==> src/rtl/pipe_pkg.sv <==
// Shared definitions for the ID/EX pipeline-control slice: status encodings,
// control-bundle defaults and the bubble constant.
package pipe_pkg;

  localparam int CTRL_W_DEFAULT = 12;

  typedef enum logic [1:0] {
    ST_RUN    = 2'd0,
    ST_BUBBLE = 2'd1,
    ST_HOLD   = 2'd2,
    ST_FLUSH  = 2'd3
  } pipe_state_e;

  // A bubble carries no side effects downstream, so the whole bundle is zero.
  localparam logic [CTRL_W_DEFAULT-1:0] CTRL_BUBBLE = '0;

  function automatic logic counts_as_stall(pipe_state_e s);
    return (s == ST_HOLD) || (s == ST_BUBBLE);
  endfunction

endpackage

==> src/rtl/id_ex_stage_if.sv <==
// ID-side operand/control bundle in, registered EX-side copy out.
interface id_ex_stage_if #(
    parameter int XLEN   = 32,
    parameter int CTRL_W = 12
);
    logic              valid_ID;
    logic [XLEN-1:0]   pc_ID;
    logic [XLEN-1:0]   rs1_data_ID;
    logic [XLEN-1:0]   rs2_data_ID;
    logic [XLEN-1:0]   imm_ID;
    logic [4:0]        RS1_ID;
    logic [4:0]        RS2_ID;
    logic [4:0]        RD_ID;
    logic              use_rs1_ID;
    logic              use_rs2_ID;
    logic              RegWEn_ID;
    logic              MemRead_ID;
    logic              MemWrite_ID;
    logic [CTRL_W-1:0] ctrl_ID;

    logic              valid_EX;
    logic [XLEN-1:0]   pc_EX;
    logic [XLEN-1:0]   rs1_data_EX;
    logic [XLEN-1:0]   rs2_data_EX;
    logic [XLEN-1:0]   imm_EX;
    logic [4:0]        RS1_EX;
    logic [4:0]        RS2_EX;
    logic [4:0]        RD_EX;
    logic              RegWEn_EX;
    logic              MemRead_EX;
    logic              MemWrite_EX;
    logic [CTRL_W-1:0] ctrl_EX;

    // master: decode side feeding ID and consuming EX; slave: the stage itself
    modport master (
        output valid_ID, pc_ID, rs1_data_ID, rs2_data_ID, imm_ID,
               RS1_ID, RS2_ID, RD_ID, use_rs1_ID, use_rs2_ID,
               RegWEn_ID, MemRead_ID, MemWrite_ID, ctrl_ID,
        input  valid_EX, pc_EX, rs1_data_EX, rs2_data_EX, imm_EX,
               RS1_EX, RS2_EX, RD_EX, RegWEn_EX, MemRead_EX, MemWrite_EX, ctrl_EX
    );

    modport slave (
        input  valid_ID, pc_ID, rs1_data_ID, rs2_data_ID, imm_ID,
               RS1_ID, RS2_ID, RD_ID, use_rs1_ID, use_rs2_ID,
               RegWEn_ID, MemRead_ID, MemWrite_ID, ctrl_ID,
        output valid_EX, pc_EX, rs1_data_EX, rs2_data_EX, imm_EX,
               RS1_EX, RS2_EX, RD_EX, RegWEn_EX, MemRead_EX, MemWrite_EX, ctrl_EX
    );
endinterface

==> src/rtl/id_ex_stage_sat_counter.sv <==
// Saturating up-counter used for pipeline performance statistics.
module sat_counter #(
    parameter int CNT_W = 16
) (
    input  logic             clk,
    input  logic             reset_n,
    input  logic             inc,
    output logic [CNT_W-1:0] count
);
    logic [CNT_W-1:0] count_q, count_d;

    always_comb begin
        count_d = count_q;
        if (inc && (count_q != '1))
            count_d = count_q + 1'b1;
    end

    always_ff @(posedge clk or negedge reset_n) begin
        if (!reset_n) count_q <= '0;
        else          count_q <= count_d;
    end

    assign count = count_q;
endmodule

==> src/rtl/id_ex_stage.sv <==
// ID/EX pipeline register with load-use bubble insertion, branch flush,
// data-memory freeze and saturating stall/flush counters.
module id_ex_stage
    import pipe_pkg::*;
#(
    parameter int XLEN   = 32,
    parameter int CTRL_W = CTRL_W_DEFAULT,
    parameter int CNT_W  = 16
) (
    input  logic             clk,
    input  logic             reset_n,
    id_ex_stage_if.slave     bus,
    input  logic             br_taken_EX,
    input  logic             dmem_busy,
    output logic             stall_IF,
    output logic             stall_ID,
    output logic             flush_ID,
    output logic [1:0]       pipe_state,
    output logic [CNT_W-1:0] stall_cnt,
    output logic [CNT_W-1:0] flush_cnt
);
    logic              valid_q,    valid_d;
    logic [XLEN-1:0]   pc_q,       pc_d;
    logic [XLEN-1:0]   rs1_data_q, rs1_data_d;
    logic [XLEN-1:0]   rs2_data_q, rs2_data_d;
    logic [XLEN-1:0]   imm_q,      imm_d;
    logic [4:0]        rs1_q,      rs1_d;
    logic [4:0]        rs2_q,      rs2_d;
    logic [4:0]        rd_q,       rd_d;
    logic              regwen_q,   regwen_d;
    logic              memread_q,  memread_d;
    logic              memwrite_q, memwrite_d;
    logic [CTRL_W-1:0] ctrl_q,     ctrl_d;
    pipe_state_e       state_q,    state_d;

    logic        load_use;
    pipe_state_e evt;
    logic        stall_inc, flush_inc;

    // Hazard check uses only registered EX state, so a bubble can never re-trigger it.
    always_comb begin
        load_use = valid_q & memread_q & (rd_q != 5'd0) & bus.valid_ID &
                   ((bus.use_rs1_ID & (bus.RS1_ID == rd_q)) |
                    (bus.use_rs2_ID & (bus.RS2_ID == rd_q)));
        if (dmem_busy)        evt = ST_HOLD;
        else if (br_taken_EX) evt = ST_FLUSH;
        else if (load_use)    evt = ST_BUBBLE;
        else                  evt = ST_RUN;
    end

    assign stall_IF  = (evt == ST_HOLD) || (evt == ST_BUBBLE);
    assign stall_ID  = stall_IF;
    assign flush_ID  = (evt == ST_FLUSH);
    assign stall_inc = counts_as_stall(evt);
    assign flush_inc = (evt == ST_FLUSH);

    always_comb begin
        valid_d    = valid_q;
        pc_d       = pc_q;
        rs1_data_d = rs1_data_q;
        rs2_data_d = rs2_data_q;
        imm_d      = imm_q;
        rs1_d      = rs1_q;
        rs2_d      = rs2_q;
        rd_d       = rd_q;
        regwen_d   = regwen_q;
        memread_d  = memread_q;
        memwrite_d = memwrite_q;
        ctrl_d     = ctrl_q;
        state_d    = evt;
        case (evt)
            ST_RUN: begin
                valid_d    = bus.valid_ID;
                pc_d       = bus.pc_ID;
                rs1_data_d = bus.rs1_data_ID;
                rs2_data_d = bus.rs2_data_ID;
                imm_d      = bus.imm_ID;
                rs1_d      = bus.RS1_ID;
                rs2_d      = bus.RS2_ID;
                rd_d       = bus.RD_ID;
                // Never advertise a write to x0 so forwarding cannot match it.
                regwen_d   = bus.RegWEn_ID & bus.valid_ID & (bus.RD_ID != 5'd0);
                memread_d  = bus.MemRead_ID;
                memwrite_d = bus.MemWrite_ID;
                ctrl_d     = bus.ctrl_ID;
            end
            ST_BUBBLE, ST_FLUSH: begin
                valid_d    = 1'b0;
                rs1_d      = 5'd0;
                rs2_d      = 5'd0;
                rd_d       = 5'd0;
                regwen_d   = 1'b0;
                memread_d  = 1'b0;
                memwrite_d = 1'b0;
                ctrl_d     = CTRL_W'(CTRL_BUBBLE);
            end
            default: ;
        endcase
    end

    always_ff @(posedge clk or negedge reset_n) begin
        if (!reset_n) begin
            valid_q    <= 1'b0;
            pc_q       <= '0;
            rs1_data_q <= '0;
            rs2_data_q <= '0;
            imm_q      <= '0;
            rs1_q      <= 5'd0;
            rs2_q      <= 5'd0;
            rd_q       <= 5'd0;
            regwen_q   <= 1'b0;
            memread_q  <= 1'b0;
            memwrite_q <= 1'b0;
            ctrl_q     <= '0;
            state_q    <= ST_RUN;
        end else begin
            valid_q    <= valid_d;
            pc_q       <= pc_d;
            rs1_data_q <= rs1_data_d;
            rs2_data_q <= rs2_data_d;
            imm_q      <= imm_d;
            rs1_q      <= rs1_d;
            rs2_q      <= rs2_d;
            rd_q       <= rd_d;
            regwen_q   <= regwen_d;
            memread_q  <= memread_d;
            memwrite_q <= memwrite_d;
            ctrl_q     <= ctrl_d;
            state_q    <= state_d;
        end
    end

    assign bus.valid_EX    = valid_q;
    assign bus.pc_EX       = pc_q;
    assign bus.rs1_data_EX = rs1_data_q;
    assign bus.rs2_data_EX = rs2_data_q;
    assign bus.imm_EX      = imm_q;
    assign bus.RS1_EX      = rs1_q;
    assign bus.RS2_EX      = rs2_q;
    assign bus.RD_EX       = rd_q;
    assign bus.RegWEn_EX   = regwen_q;
    assign bus.MemRead_EX  = memread_q;
    assign bus.MemWrite_EX = memwrite_q;
    assign bus.ctrl_EX     = ctrl_q;
    assign pipe_state      = state_q;

    sat_counter #(.CNT_W(CNT_W)) u_stall_cnt (
        .clk     (clk),
        .reset_n (reset_n),
        .inc     (stall_inc),
        .count   (stall_cnt)
    );

    sat_counter #(.CNT_W(CNT_W)) u_flush_cnt (
        .clk     (clk),
        .reset_n (reset_n),
        .inc     (flush_inc),
        .count   (flush_cnt)
    );
endmodule

==> src/flat_wrapper.sv <==
// flat-port wrapper written by rule: the top's interface ports become plain ports
module id_ex_stage_flat import pipe_pkg::*;
#(
    parameter int XLEN   = 32,
    parameter int CTRL_W = CTRL_W_DEFAULT,
    parameter int CNT_W  = 16
)
  (clk, reset_n, br_taken_EX, dmem_busy, stall_IF, stall_ID, flush_ID, pipe_state, stall_cnt, flush_cnt, bus_valid_ID, bus_pc_ID, bus_rs1_data_ID, bus_rs2_data_ID, bus_imm_ID, bus_RS1_ID, bus_RS2_ID, bus_RD_ID, bus_use_rs1_ID, bus_use_rs2_ID, bus_RegWEn_ID, bus_MemRead_ID, bus_MemWrite_ID, bus_ctrl_ID, bus_valid_EX, bus_pc_EX, bus_rs1_data_EX, bus_rs2_data_EX, bus_imm_EX, bus_RS1_EX, bus_RS2_EX, bus_RD_EX, bus_RegWEn_EX, bus_MemRead_EX, bus_MemWrite_EX, bus_ctrl_EX);
  id_ex_stage_if #(.XLEN(XLEN), .CTRL_W(CTRL_W)) bus_i ();
  input  logic clk;
  input  logic reset_n;
  input  logic br_taken_EX;
  input  logic dmem_busy;
  output logic stall_IF;
  output logic stall_ID;
  output logic flush_ID;
  output logic [1:0] pipe_state;
  output logic [CNT_W-1:0] stall_cnt;
  output logic [CNT_W-1:0] flush_cnt;
  input wire logic [$bits(bus_i.valid_ID)-1:0] bus_valid_ID;
  input wire logic [$bits(bus_i.pc_ID)-1:0] bus_pc_ID;
  input wire logic [$bits(bus_i.rs1_data_ID)-1:0] bus_rs1_data_ID;
  input wire logic [$bits(bus_i.rs2_data_ID)-1:0] bus_rs2_data_ID;
  input wire logic [$bits(bus_i.imm_ID)-1:0] bus_imm_ID;
  input wire logic [$bits(bus_i.RS1_ID)-1:0] bus_RS1_ID;
  input wire logic [$bits(bus_i.RS2_ID)-1:0] bus_RS2_ID;
  input wire logic [$bits(bus_i.RD_ID)-1:0] bus_RD_ID;
  input wire logic [$bits(bus_i.use_rs1_ID)-1:0] bus_use_rs1_ID;
  input wire logic [$bits(bus_i.use_rs2_ID)-1:0] bus_use_rs2_ID;
  input wire logic [$bits(bus_i.RegWEn_ID)-1:0] bus_RegWEn_ID;
  input wire logic [$bits(bus_i.MemRead_ID)-1:0] bus_MemRead_ID;
  input wire logic [$bits(bus_i.MemWrite_ID)-1:0] bus_MemWrite_ID;
  input wire logic [$bits(bus_i.ctrl_ID)-1:0] bus_ctrl_ID;
  output wire logic [$bits(bus_i.valid_EX)-1:0] bus_valid_EX;
  output wire logic [$bits(bus_i.pc_EX)-1:0] bus_pc_EX;
  output wire logic [$bits(bus_i.rs1_data_EX)-1:0] bus_rs1_data_EX;
  output wire logic [$bits(bus_i.rs2_data_EX)-1:0] bus_rs2_data_EX;
  output wire logic [$bits(bus_i.imm_EX)-1:0] bus_imm_EX;
  output wire logic [$bits(bus_i.RS1_EX)-1:0] bus_RS1_EX;
  output wire logic [$bits(bus_i.RS2_EX)-1:0] bus_RS2_EX;
  output wire logic [$bits(bus_i.RD_EX)-1:0] bus_RD_EX;
  output wire logic [$bits(bus_i.RegWEn_EX)-1:0] bus_RegWEn_EX;
  output wire logic [$bits(bus_i.MemRead_EX)-1:0] bus_MemRead_EX;
  output wire logic [$bits(bus_i.MemWrite_EX)-1:0] bus_MemWrite_EX;
  output wire logic [$bits(bus_i.ctrl_EX)-1:0] bus_ctrl_EX;
  assign bus_i.valid_ID = bus_valid_ID;
  assign bus_i.pc_ID = bus_pc_ID;
  assign bus_i.rs1_data_ID = bus_rs1_data_ID;
  assign bus_i.rs2_data_ID = bus_rs2_data_ID;
  assign bus_i.imm_ID = bus_imm_ID;
  assign bus_i.RS1_ID = bus_RS1_ID;
  assign bus_i.RS2_ID = bus_RS2_ID;
  assign bus_i.RD_ID = bus_RD_ID;
  assign bus_i.use_rs1_ID = bus_use_rs1_ID;
  assign bus_i.use_rs2_ID = bus_use_rs2_ID;
  assign bus_i.RegWEn_ID = bus_RegWEn_ID;
  assign bus_i.MemRead_ID = bus_MemRead_ID;
  assign bus_i.MemWrite_ID = bus_MemWrite_ID;
  assign bus_i.ctrl_ID = bus_ctrl_ID;
  assign bus_valid_EX = bus_i.valid_EX;
  assign bus_pc_EX = bus_i.pc_EX;
  assign bus_rs1_data_EX = bus_i.rs1_data_EX;
  assign bus_rs2_data_EX = bus_i.rs2_data_EX;
  assign bus_imm_EX = bus_i.imm_EX;
  assign bus_RS1_EX = bus_i.RS1_EX;
  assign bus_RS2_EX = bus_i.RS2_EX;
  assign bus_RD_EX = bus_i.RD_EX;
  assign bus_RegWEn_EX = bus_i.RegWEn_EX;
  assign bus_MemRead_EX = bus_i.MemRead_EX;
  assign bus_MemWrite_EX = bus_i.MemWrite_EX;
  assign bus_ctrl_EX = bus_i.ctrl_EX;
  id_ex_stage #(.XLEN(XLEN), .CTRL_W(CTRL_W), .CNT_W(CNT_W)) u_core (.clk(clk), .reset_n(reset_n), .bus(bus_i), .br_taken_EX(br_taken_EX), .dmem_busy(dmem_busy), .stall_IF(stall_IF), .stall_ID(stall_ID), .flush_ID(flush_ID), .pipe_state(pipe_state), .stall_cnt(stall_cnt), .flush_cnt(flush_cnt));
endmodule
==> config.mk <==
export PLATFORM = sky130hd
export DESIGN_NAME = id_ex_stage_flat
export DESIGN_NICKNAME = d
export VERILOG_FILES = /design/src/rtl/pipe_pkg.sv /design/src/rtl/id_ex_stage_if.sv /design/src/rtl/id_ex_stage_sat_counter.sv /design/src/rtl/id_ex_stage.sv /design/src/flat_wrapper.sv
export SDC_FILE = /design/constraint.sdc
export NUM_CORES = 1
export LEC_CHECK = 0
export CAP_MARGIN = 5
export CORE_UTILIZATION = 36
export CTS_CLUSTER_SIZE = 30
export DETAILED_ROUTE_END_ITERATION = 8
export PLACE_DENSITY_LB_ADDON = 0.05
export REMOVE_ABC_BUFFERS = 1
export SLEW_MARGIN = 30
export SYNTH_ARGS = -nofsm -noshare
export SYNTH_HDL_FRONTEND = slang
export SYNTH_HIERARCHICAL = 1
export SYNTH_SLANG_ARGS = --single-unit
==> constraint.sdc <==
create_clock -name clk -period 3.6 [get_ports clk]
set_input_delay 0.36 -clock clk [delete_from_list [all_inputs] [get_ports clk]]
set_output_delay 0.36 -clock clk [all_outputs]
set_load 0.005 [all_outputs]
# Word-level counts from Yosys, hierarchy flattened
# Index checks and enable logic that the tools add are counted.
dict set report word_totals {
  elab_cells 52
  register_bits 193
  out_inout_bits 196
  input_bits 165
}
dict set report op_classes {
  eq_ne 7
  n_reduce_logical 8
  n_bitwise 9
  n_mux 11
  n_addsub 2
}
# cell count
set op_table {}
lappend op_table {{$add 16x1->16 const B} 2}
lappend op_table {{$ne 16x16->1 const B} 2}
lappend op_table {{$pmux 5 s2} 3}
lappend op_table {{$pmux 12 s2} 1}
lappend op_table {{$eq 5x5->1} 2}
lappend op_table {{$reduce_bool 5->1} 2}
lappend op_table {{$and 1x1->1} 8}
lappend op_table {{$pmux 1 s2} 4}
lappend op_table {{$eq 2x2->1 const B} 2}
lappend op_table {{$mux 2} 2}
lappend op_table {{$eq 2x1->1 const B} 1}
lappend op_table {{$logic_and 1x1->1} 2}
lappend op_table {{$logic_not 2->1} 1}
lappend op_table {{$reduce_bool 2->1} 1}
lappend op_table {{$reduce_or 2->1} 1}
lappend op_table {{$logic_or 1x1->1} 1}
lappend op_table {{$mux 1} 1}
lappend op_table {{$or 1x1->1} 1}

# Depth between registers and ports, before layout
# Gate-level depths: netlist of the first run.
dict set report logic_depth {
  ltp_word 10
  depth_mapped 10
  depth_no_buf 10
}

# Hierarchy
# The synthesis of the first run kept the hierarchy.
# module cells_per_inst area_per_inst_um2 n_inst
set modules_own_cells {}
lappend modules_own_cells {id_ex_stage 371 6089.6 1}
lappend modules_own_cells {sat_counter 72 859.6 2}

# Worst setup path after synthesis of the first run
# Ideal clock, no wire load.
dict set report synth_timing {
  path_kind {register -> register}
  from {register u_core.rd_q[2] (netlist: u_core/bus.RD_EX[2])}
  to {register u_core.u_stall_cnt.count_q[7] (netlist: u_core/u_stall_cnt/count[7])}
  stages_incl_launch_ff 11
  setup_slack_ps 1078
  setup_ps 132
  t_arrival_ps 2390
  period_less_slack_ps 2522
  t_required_ps 3468
  cell_sequence {dfrtp_1 -> xor2_1 -> nor4_1 -> and3_1 -> a31oi_1 -> o31a_1 -> ha_1 -> and3_1 -> and4_2 -> a31oi_1 -> a31oi_1}
}
dict set report synth_between {
  elab_chain_len 10
  word_cells_on_any_way 16
  cone_classes {4 x eq/ne; 3 x mux; 6 x bitwise; 3 x reduce/logical}
}
# element line
set synth_lines {}
lappend synth_lines {{from (decl)} id_ex_stage.sv:29} ;# logic [4:0] rd_q, rd_d;
lappend synth_lines {{from (signal assigned)} id_ex_stage.sv:124} ;# rd_q <= rd_d;
lappend synth_lines {{$eq 5x5->1 (tied with other cells)} id_ex_stage.sv:43} ;# ((bus.use_rs1_ID & (bus.RS1_ID == rd_q)) |
lappend synth_lines {{$and 1x1->1, on equally long branches} {id_ex_stage.sv:43, id_ex_stage.sv:42, id_ex_stage.sv:44}}
lappend synth_lines {{$or 1x1->1 / $and 1x1->1 (equally long branches)} {id_ex_stage.sv:43, id_ex_stage.sv:42}}
lappend synth_lines {{$and 1x1->1 *} id_ex_stage.sv:42} ;# load_use = valid_q & memread_q & (rd_q != 5'd0) & bus.valid_ID &
lappend synth_lines {{$mux 1 *} id_ex_stage.sv:47} ;# else if (load_use) evt = ST_BUBBLE;
lappend synth_lines {{$mux 2 *} id_ex_stage.sv:46} ;# else if (br_taken_EX) evt = ST_FLUSH;
lappend synth_lines {{$mux 2 *} id_ex_stage.sv:45} ;# if (dmem_busy) evt = ST_HOLD;
lappend synth_lines {{$eq 2x2->1 / $eq 2x1->1 (equally long branches)} -}
lappend synth_lines {{$logic_or 1x1->1 *} -}
lappend synth_lines {{via stall_ID} flat_wrapper.sv:15} ;# output logic stall_ID;
lappend synth_lines {{$logic_and 1x1->1 *} id_ex_stage_sat_counter.sv:14} ;# if (inc && (count_q != '1))
lappend synth_lines {{to (signal assigned)} id_ex_stage_sat_counter.sv:20} ;# else count_q <= count_d;
lappend synth_lines {{to (decl)} id_ex_stage_sat_counter.sv:10} ;# logic [CNT_W-1:0] count_q, count_d;
# Mark *: on every way through the listed nets, which the timed path passes. The rest lies on a longest branch.
# A chain may end at the register's enable or synchronous reset.

# Final worst setup path of the first run
dict set report layout_timing {
  from {register u_core.rd_q[2] (netlist: u_core/bus.RD_EX[2])}
  to {output port stall_IF}
}
dict set report layout_between {
  elab_chain_len 9
  word_cells_on_any_way 15
  cone_classes {4 x eq/ne; 3 x mux; 6 x bitwise; 2 x reduce/logical}
}
# element line
set layout_lines {}
lappend layout_lines {{$eq 5x5->1 (tied with other cells)} id_ex_stage.sv:43}
lappend layout_lines {{$and 1x1->1, on equally long branches} {id_ex_stage.sv:43, id_ex_stage.sv:42, id_ex_stage.sv:44}}
lappend layout_lines {{$or 1x1->1 / $and 1x1->1 (equally long branches)} {id_ex_stage.sv:43, id_ex_stage.sv:42}}
lappend layout_lines {{$and 1x1->1 *} id_ex_stage.sv:42}
lappend layout_lines {{$mux 1 *} id_ex_stage.sv:47}
lappend layout_lines {{$mux 2 *} id_ex_stage.sv:46}
lappend layout_lines {{$mux 2 *} id_ex_stage.sv:45}
lappend layout_lines {{$eq 2x2->1 / $eq 2x1->1 (equally long branches)} id_ex_stage.sv:51} ;# assign stall_IF = (evt == ST_HOLD) || (evt == ST_BUBBLE);
lappend layout_lines {{$logic_or 1x1->1 *} id_ex_stage.sv:51}
lappend layout_lines {{to (decl)} flat_wrapper.sv:14} ;# output logic stall_IF;
# Every way passes the cells marked *; elsewhere a longest branch is shown, timed or not.

==> results of run 1 <==
-- power breakdown --
group / internal, uW / switching (uW)
combinational: 1100 / 538
sequential: 2540 / 279
clock: 958 / 823
-- what timing repair did --
item	in CTS	in global routing
hold buffers	0	1
hold endpoints to repair	0	59
setup endpoints to repair	0	0
-- cell usage after synthesis (all sizes together) --
master,instances
a21oi,6
a22o,30
a31oi,7
a32oi,2
and3,5
and4,6
and4b,2
buf,17
clkbuf,4
dfrtp,193
ha,5
inv,2
mux2,130
nand2,10
nand2b,1
nand3,12
nand4,20
nand4b,1
nor2,8
nor3,3
nor4,6
o2111ai,1
o211ai,2
o21a,10
o21ai,2
o31a,1
o31ai,3
or4,2
xnor2,12
xor2,12
-- cells in the final DEF (no fill, tap or decap), drive strengths merged, types with 7 or more instances in the layout --
cell / n
clkdlybuf4s50: 359
dfrtp: 193
mux2: 130
a22o: 30
clkbuf: 20
nand4: 20
xnor2: 12
xor2: 12
nand3: 12
nand2: 10
o21a: 10
nor2: 8
buf: 8
a31oi: 7
-- per-layer routing --
| metal | global-route usage (%) | wire length (um) | up-vias |
|---|---|---|---|
| met1 | 23.20 | 8620 | 2781 |
| met2 | 36.09 | 11700 | 221 |
| li1 | - | - | 2654 |
| met4 | 7.041 | 452 | 2 |
| met3 | 7.034 | 1761 | 31 |
| met5 | 0 | 13 | - |
-- kinds of logic after synthesis --
group                    count (synthesis)
AND/OR/NAND/NOR                         76
adder cells (fa/ha/maj)                  5
multiplexers                           130
AO/OA/AOI/OAI                           64
buffers and inverters                   23
flip-flops                             193
XOR/XNOR                                24
-- metrics by stage --
| step | hold WS (ps) | area (sq um) |
|---|---|---|
| 2_1_floorplan | 64.41 | 7706 |
| 3_3_place_gp | 463.4 | 11760 |
| 3_5_place_dp | 478.9 | 11760 |
| 4_1_cts | 114.0 | 12300 |
| 5_1_grt | 466.6 | 12350 |
| 6_report | 449.0 | 12350 |
-- cell type report --
cell class / count / share of cell area, %
Antenna cell: 1 / 0.02027
Clock buffer: 20 / 3.537
Clock inverter: 12 / 0.8817
Inverter: 2 / 0.06081
Multi-Input combinational cell: 299 / 23.39
Sequential cell: 193 / 39.12
Tap cell: 275 / 2.787
Timing Repair Buffer: 368 / 30.20
-- final timing paths --
| check | end | slack (ps) | depth (start not counted) |
|---|---|---|---|
| max | stall_IF | 360 | 7 |
| min | u_core/bus.pc_EX[1] | 450 | 2 |
| max reg2reg | u_core/u_stall_cnt/count[5] | 790 | 10 |
| min reg2reg | u_core/bus.RegWEn_EX | 500 | 2 |
| max in group asynchronous | u_core/bus.rs1_data_EX[24] | 2130 | 4 |
| min in group clk | u_core/bus.RegWEn_EX | 500 | 2 |
-- sequential cells by signal (all words and copies together), names as in the netlist --
| name | flops |
|---|---|
| u_core/bus.MemRead_EX | 1 |
| u_core/bus.rs2_data_EX | 32 |
| u_core/bus.imm_EX | 32 |
| u_core/bus.rs1_data_EX | 32 |
| u_core/u_flush_cnt/count | 16 |
| u_core/bus.RS1_EX | 5 |
| u_core/bus.valid_EX | 1 |
| u_core/bus.ctrl_EX | 12 |
| u_core/bus.pc_EX | 32 |
| u_core/pipe_state | 2 |
| u_core/u_stall_cnt/count | 16 |
| u_core/bus.RD_EX | 5 |
| u_core/bus.MemWrite_EX | 1 |
| u_core/bus.RS2_EX | 5 |
| u_core/bus.RegWEn_EX | 1 |
-- critical path: stages (launching register included) --
cell	delay [ps]
dfrtp_1	470
xor2_1	210
nor4_1	360
and3_1	210
a31oi_1	50
o31a_1	310
ha_4	330
clkdlybuf4s50_1	510
==> impl_results.md, run 1 <==
- Worst setup margin: 362.7 ps
- Core Rows: 53
- Final WL: 22.55 mm
- Clk pin slew, worst setup/hold paths: 70 ps
- Data required, critical path: 3240 ps
- Register area: 4830 sq um
- Fin. max-slew vios: 0
- Leak Pwr: 0.005071 uW
- Largest net degree at the start of global routing: 118
- Post-Synth XOR/XNOR Area: 2.692%
- Clk Latency, worst-skew pair: 430 ps
- Layout fillers: 1,728
- Max H-tree Level: 4
- Buffer type at the clock tree root: clkbuf_16
- Leading area contributor after synthesis: dfrtp_1
- Tot Pwr: 6240 uW
- Peak supply drop: 0.0004063 V
- Synth top area share: 61.85%
- Post-synthesis compound-gate area fraction: 6.698%
- Synth Cell Area: 7809 sq um
- Pre-CTS WS: 520.9 ps
- CTS-repair resized insts: 0
- Placed Cells: 1,135
- ANT nets after route: 0
- Sequential element share of the synthesized area: 61.85%
- Register bit total from synthesis: 193
- Initial core utilization: 36.91%
- Max Root-Sink Buffers: 2
- Highest clock rate: 308.9 MHz
- Final Cycle Share: 89.92%
- PwrDens: 505.4 nW/um^2
- Post-Synth Simple-Gate Area: 7.803%
- Post-Route Setup TNS: 0 ps
- Congestion Overflow GR: 0
- Count of input and output buffers: 360
- DRC: 0
- HP Class: input pin to asynchronous set/reset pin
- CP endpoint kind: output port
- Clock sinks: 193
- TritonCTS clock tree: built
- YS warnings: 6
- Clock Skews: 14.54 ps
- IO Pins: 361
- Setup-violating endpoint count in the final report: 0
- Final min period: 3237 ps
- Post-DR wirelength/cell: 19.28 um
- Die Span X: 149.3 um
- Core outline area: 21,150 sq um
- Main area contributors after synthesis: dfrtp_1, mux2_2, a22o_1
- Slew margin rel.: 67.27%
- Startpoint Class: flip-flop
- Syn avg cell area: 15.16 sq um
- Vias/cell: 4.862
- Reg2Reg Launch Point: u_core/bus.RD_EX[2]
- Layout Cells excl Fill: 1,170
- Mux contribution to synthesized area: 18.75%
- Hold Vio Cnt, Final: 0
- Arrival time worst endpoint: 2880 ps
- GP Congestion: 0.8304
- Layout Utilization: 58.36%
- DIE HEIGHT: 149.3 um
- Nets: 1,051
- WS Path Type: flip-flop to output port
- Number of global-route vias before repair: 5,936
- Postcts setup bufs: 0
- Max Cap Viol: 0
- Global-route usage over all layers: 20.58%
- Die Area: 22,280 sq um
- Crit-path max FO: 7
- Vias: 5,689
- Initial antenna violation count: 2
- Distinct cells, synth: 41
- Area growth from synthesis to final layout: 58.10%
- First-pass GRT wire length: 34.23 mm
- Drt first pass iters: 4
- Status: completed
- Adder-cell share of the synthesized area: 0.8012%
- TritonCTS Buffers: 17
- Multi-input logic area: 2888 sq um
- Worst setup path start: u_core/bus.RD_EX[2]
- Layout cell share with drive strength beyond 1: 21.14%
- Worst Tran Pin Value: 491.0 ps
- RSZ-0062 raised after global routing: no
- Post-DP HPWL: 17.10 mm
- Combinational family with the most area after synthesis: multiplexers
- Syn Inst Count: 515
- Starting DRC count in detailed routing: 154
Note: power is estimated with default switching activity, not from simulation.
==> run 2: changes to the inputs <==
--- a/config.mk
+++ b/config.mk
@@ -6,6 +6,7 @@
 export NUM_CORES = 1
 export LEC_CHECK = 0
 export CAP_MARGIN = 5
+export CORE_ASPECT_RATIO = 1.1
 export CORE_UTILIZATION = 36
 export CTS_CLUSTER_SIZE = 30
 export DETAILED_ROUTE_END_ITERATION = 8
==> run 2 against run 1 <==
Combinational power about the same. Flip-flop and latch count unchanged. Design area increased by 0.87%. Non-clock buffer count increased by 1. First-iteration DRC count increased by 49%. Worst setup slack improved by 31 ps. Critical path type unchanged. Utilization increased by 0.10 points. Largest power group unchanged. Routed wire length decreased by 0.13%. Clock skew decreased by 0.77 ps. Highest routed layer is now met4. Sequential share of layout area decreased by 0.34 points. Hold slack got worse by 25 ps. Count of clock-buffer cells in the layout decreased by 3.
==> impl_results.md, run 2 (synthesis results as in run 1) <==
- Core Rows: 56
- Starting DRC count in detailed routing: 230
- Slew margin rel.: 73.93%
- Crit-path max FO: 7
- Buffer type at the clock tree root: clkbuf_16
- Hold Vio Cnt, Final: 0
- Area growth from synthesis to final layout: 59.48%
- Number of global-route vias before repair: 6,075
- Core outline area: 21,300 sq um
- Vias: 5,753
- Final min period: 3206 ps
- RSZ-0062 raised after global routing: no
- Startpoint Class: flip-flop
- Peak supply drop: 0.0003020 V
- Clock sinks: 193
- HP Class: input pin to asynchronous set/reset pin
- PwrDens: 515.6 nW/um^2
- Clock Skews: 13.78 ps
- Die Area: 22,280 sq um
- Congestion Overflow GR: 0
- First-pass GRT wire length: 34.02 mm
- Clk Latency, worst-skew pair: 430 ps
- Highest clock rate: 311.9 MHz
- Reg2Reg Launch Point: u_core/bus.RD_EX[3]
- Layout cell share with drive strength beyond 1: 21.56%
- Count of input and output buffers: 360
- Max Root-Sink Buffers: 2
- Post-DP HPWL: 16.81 mm
- CTS-repair resized insts: 0
- Die Span X: 142.4 um
- Clk pin slew, worst setup/hold paths: 80 ps
- GP Congestion: 0.8058
- Final Cycle Share: 89.06%
- Initial antenna violation count: 1
- Status: completed
- R2R setup slack: 840 ps
- Global-route usage over all layers: 20.28%
- Final WL: 22.52 mm
- CP endpoint kind: output port
- Post-place instance area: 11,800 sq um
- Fin. max-slew vios: 0
- Commonest non-fill, non-tap cells in the layout: clkdlybuf4s50_1, dfrtp_1, mux2_2
- TritonCTS Buffers: 17
- Initial core utilization: 36.66%
- Max Cap Viol: 0
- TritonCTS clock tree: built
- Setup-violating endpoint count in the final report: 0
- RR Endpoint: u_core/u_stall_cnt/count[5]
- Worst Tran Pin Value: 391.0 ps
- Nets: 1,052
- Layout fillers: 1,821
- Drt first pass iters: 4
- Vias/cell: 4.851
- ANT nets after route: 0
- WS Path Type: flip-flop to output port
- Data required, critical path: 3240 ps
- IO Pins: 361
- Largest net degree at the start of global routing: 114
- Leak Pwr: 0.005110 uW
- Most common cell after layout, fill and taps aside: clkdlybuf4s50_1
- DIE HEIGHT: 156.5 um
- Final instance area: 12,450 sq um
- Tot Pwr: 6421 uW
- Arrival time worst endpoint: 2850 ps
- Post-DR wirelength/cell: 18.99 um
- DRC: 0
- Max H-tree Level: 4
- Cell count of the worst reg-to-reg path: 10
run 2: worst max path at each step:
stage | slack (ps) | to | start
finish | 390 | stall_ID | u_core/bus.RD_EX[3]
detailed placement | 520 | stall_ID | bus_RS2_ID[2]
global placement | 560 | stall_ID | bus_RS2_ID[2]
CTS | 380 | stall_ID | u_core/bus.RD_EX[3]
global route | 300 | stall_ID | u_core/bus.RD_EX[3]
floorplan | -1240 | u_core/bus.imm_EX[0] | u_core/bus.RD_EX[1]
run 2: metrics by stage:
stage          setup TNS (ps)  cells  worst slack, ps  hold WS, ps  utilization [%]
6_report                    0   1186            393.7        424.4            58.46
5_1_grt                     0   1186            304.7        450.5            58.46
4_1_cts                     0   1183            384.5        85.73            58.27
3_5_place_dp                0   1151            521.3        483.2            55.39
3_3_place_gp                0   1151            562.6        466.8            55.39
2_1_floorplan         -158340    494            -1237        64.41                -
run 2: power by group:
group | leakage [uW] | switching, uW | total (uW) | internal [uW]
clock network | 0.000295 | 898 | 1960 | 1060
logic | 0.00246 | 536 | 1640 | 1110
registers | 0.00235 | 287 | 2820 | 2530
run 2: final cells by class:
type,count,area (sq um),area share [%]
inverters,2,7.507,0.06028
well taps,290,362.8,2.914
clock inverters,15,188.9,1.517
repair buffers,369,3749,30.10
diodes,1,2.502,0.02009
clock buffers,17,425.4,3.416
multi-input cells,299,2888,23.19
flip-flops and latches,193,4830,38.78
run 2: timing repair:
action / CTS / global route
setup buffers: 0 / 0
hold buffers: 0 / 1
endpoints found under the hold margin: 0 / 47
run 2: worst max-delay path: stages, from the launching register on:
cell,delay (ps)
dfrtp_1,460
xor2_1,190
nor4_1,320
and3_1,210
a31oi_1,60
o31a_1,310
ha_4,340
clkdlybuf4s50_1,510
run 2: per-layer routing:
layer,vias up,wire length [um],track usage (%),part of all wire [%]
li1,2648,-,-,-
met1,2863,8589,22.78,38
met2,212,11870,36.39,53
met3,30,1485,5.171,6.6
met4,0,573,8.346,2.5
met5,-,0,0,0
==> run 3: changes to the inputs <==
--- a/config.mk
+++ b/config.mk
@@ -6,12 +6,13 @@
 export NUM_CORES = 1
 export LEC_CHECK = 0
 export CAP_MARGIN = 5
-export CORE_ASPECT_RATIO = 1.1
-export CORE_UTILIZATION = 36
+export CORE_AREA = 2 2 140 142
 export CTS_CLUSTER_SIZE = 30
 export DETAILED_ROUTE_END_ITERATION = 8
+export DIE_AREA = 0 0 142 144
 export PLACE_DENSITY_LB_ADDON = 0.05
 export REMOVE_ABC_BUFFERS = 1
+export SETUP_SLACK_MARGIN = 0.02
 export SLEW_MARGIN = 30
 export SYNTH_ARGS = -nofsm -noshare
 export SYNTH_HDL_FRONTEND = slang
==> run 3 against run 2 <==
The run now ends with negative hold slack left. Largest power group unchanged. Critical path depth stayed put. Die area is 8.2% lower. Hold slack worse by 430 ps. Non-clock buffer count is 2 lower. Highest routed layer unchanged. Design area is 1.1% lower. Largest cell class unchanged.
==> impl_results.md, run 3 (synthesis results as in run 1) <==
- Status: complete, but fails checks
- Failing checks: negative hold slack
- CP endpoint kind: output port
- Worst setup margin: 442.6 ps
- Postcts setup bufs: 0
- Starting DRC count in detailed routing: 230
- Buffer type at the clock tree root: clkbuf_16
- Max H-tree Level: 4
- Drt first pass iters: 4
- Clk pin slew, worst setup/hold paths: 70 ps
- Setup-violating endpoint count in the final report: 0
- Area growth from synthesis to final layout: 57.70%
- Hold WS: -4.646 ps
- R2R setup slack: 880 ps
- Vias: 5,702
- Fin. max-slew vios: 0
- CP bufs+invs: 1
- Final min period: 3157 ps
- TritonCTS Buffers: 17
- IO Pins: 361
- Highest clock rate: 316.7 MHz
- CP peak stage delay: 520 ps
- Peak supply drop: 0.0003315 V
- Tot Pwr: 6366 uW
- Startpoint Class: flip-flop
- Crit-path max FO: 7
- Initial antenna violation count: 2
- Clk Latency, worst-skew pair: 430 ps
- Final Cycle Share: 87.71%
- DRC: 0
- Data required, critical path: 3240 ps
- Core outline area: 19,080 sq um
- DIE HEIGHT: 144 um
- Slowest-stage cell, CP: clkdlybuf4s50_1
- Placed Cells: 1,099
- Clock Skews: 11.26 ps
- Most common cell after layout, fill and taps aside: clkdlybuf4s50_1
- HP Class: input pin to asynchronous set/reset pin
- Slew margin rel.: 42.08%
- First-pass GRT wire length: 34.67 mm
- Die Span X: 142 um
- Arrival time worst endpoint: 2800 ps
- Clock sinks: 193
- Post-DR wirelength/cell: 20.20 um
- Pre-CTS WS: 604.4 ps
- Die Area: 20,450 sq um
- TritonCTS clock tree: built
- Congestion Overflow GR: 0
- Worst Tran Pin Value: 868.8 ps
- Layout Cells excl Fill: 1,131
- Vias/cell: 5.042
- Hold_buf cts: 0
- Max Root-Sink Buffers: 2
- Max Cap Viol: 0
- ANT nets after route: 0
- PwrDens: 516.9 nW/um^2
- Leak Pwr: 0.005083 uW
- Final WL: 22.85 mm
- Post-DP HPWL: 17.22 mm
- GP Congestion: 0.8185
- Largest net degree at the start of global routing: 115
- WS Path Type: flip-flop to output port
- Commonest non-fill, non-tap cells in the layout: clkdlybuf4s50_1, dfrtp_1, mux2_2
- Layout cell share with drive strength beyond 1: 21.21%
- Hold Vio Cnt, Final: 2
- Count of input and output buffers: 360
- Nets: 1,050
- CP top delay family: buffers and inverters
- CTS-repair resized insts: 0
- Global-route usage over all layers: 22.42%
- Initial core utilization: 40.93%
- CP Cell Sequence: xor2_1 -> nor4_1 -> and3_1 -> a31oi_1 -> o31a_1 -> ha_4 -> clkdlybuf4s50_1
- Layout Utilization: 64.54%
- Core Rows: 51
- Number of global-route vias before repair: 5,968
- RSZ-0062 raised after global routing: no
[run 3: cell types whose count changed in the layout (fill, tap and decap cells not counted), moves of 2 or more]
cell	delta
inv_6	-2
inv_8	-4
clkinv_2	+2
clkbuf_8	+4
[run 3: power breakdown]
part / switching, uW / leakage, uW / internal (uW)
clock: 797 / 0.000288 / 1090
combinational: 546 / 0.00244 / 1100
sequential: 291 / 0.00235 / 2540
total: 1630 / 0.00508 / 4730
[run 3: per-layer routing]
metal  up-vias  GRT usage, %  part of all wire (%)
met4         0         8.421                   2.1
li1       2643             -                     -
met2       241         38.75                    51
met5         -             0                     0
met3        29         7.384                   7.8
met1      2789         26.07                    39
[run 3: worst reg2reg max path, stage by stage (launching register included)]
cell      delay, ps
dfrtp_1         480
xor2_1          200
nor4_1          260
and3_1          190
a31oi_1          60
o31a_1          320
ha_4            350
and3_1          280
and4_2          280
o211ai_1         90
o21a_1          120
[run 3: path summary, 6_finish.rpt]
check / startpoint / cells past startpoint / end
worst min-delay path: reset_n / 1 / u_core/bus.imm_EX[16]
min in group clk: u_core/bus.RegWEn_EX / 2 / u_core/bus.RegWEn_EX
max in group asynchronous: reset_n / 2 / u_core/bus.rs2_data_EX[10]
worst max-delay path: u_core/bus.RD_EX[2] / 7 / stall_IF
worst min register to register: u_core/bus.RegWEn_EX / 2 / u_core/bus.RegWEn_EX
worst max register to register: u_core/bus.RD_EX[2] / 10 / u_core/u_stall_cnt/count[5]
[run 3: metrics by stage]
step | TNS (ps) | instance area, sq um
after global routing | 0 | 12310
after global placement | 0 | 11720
final | 0 | 12310
after floorplan | -158340 | 7706
after CTS | 0 | 12310
after detailed placement | 0 | 11720
[run 3: cell type report]
type / instances / area, sq um
multi-input combinational: 299 / 2888
tap: 238 / 297.8
clock inverter: 8 / 103.9
fill: 1432 / 6765
antenna: 2 / 5.005
clock buffer: 22 / 484.2
sequential: 193 / 4830
inverter: 2 / 7.507
timing repair buffer: 367 / 3699
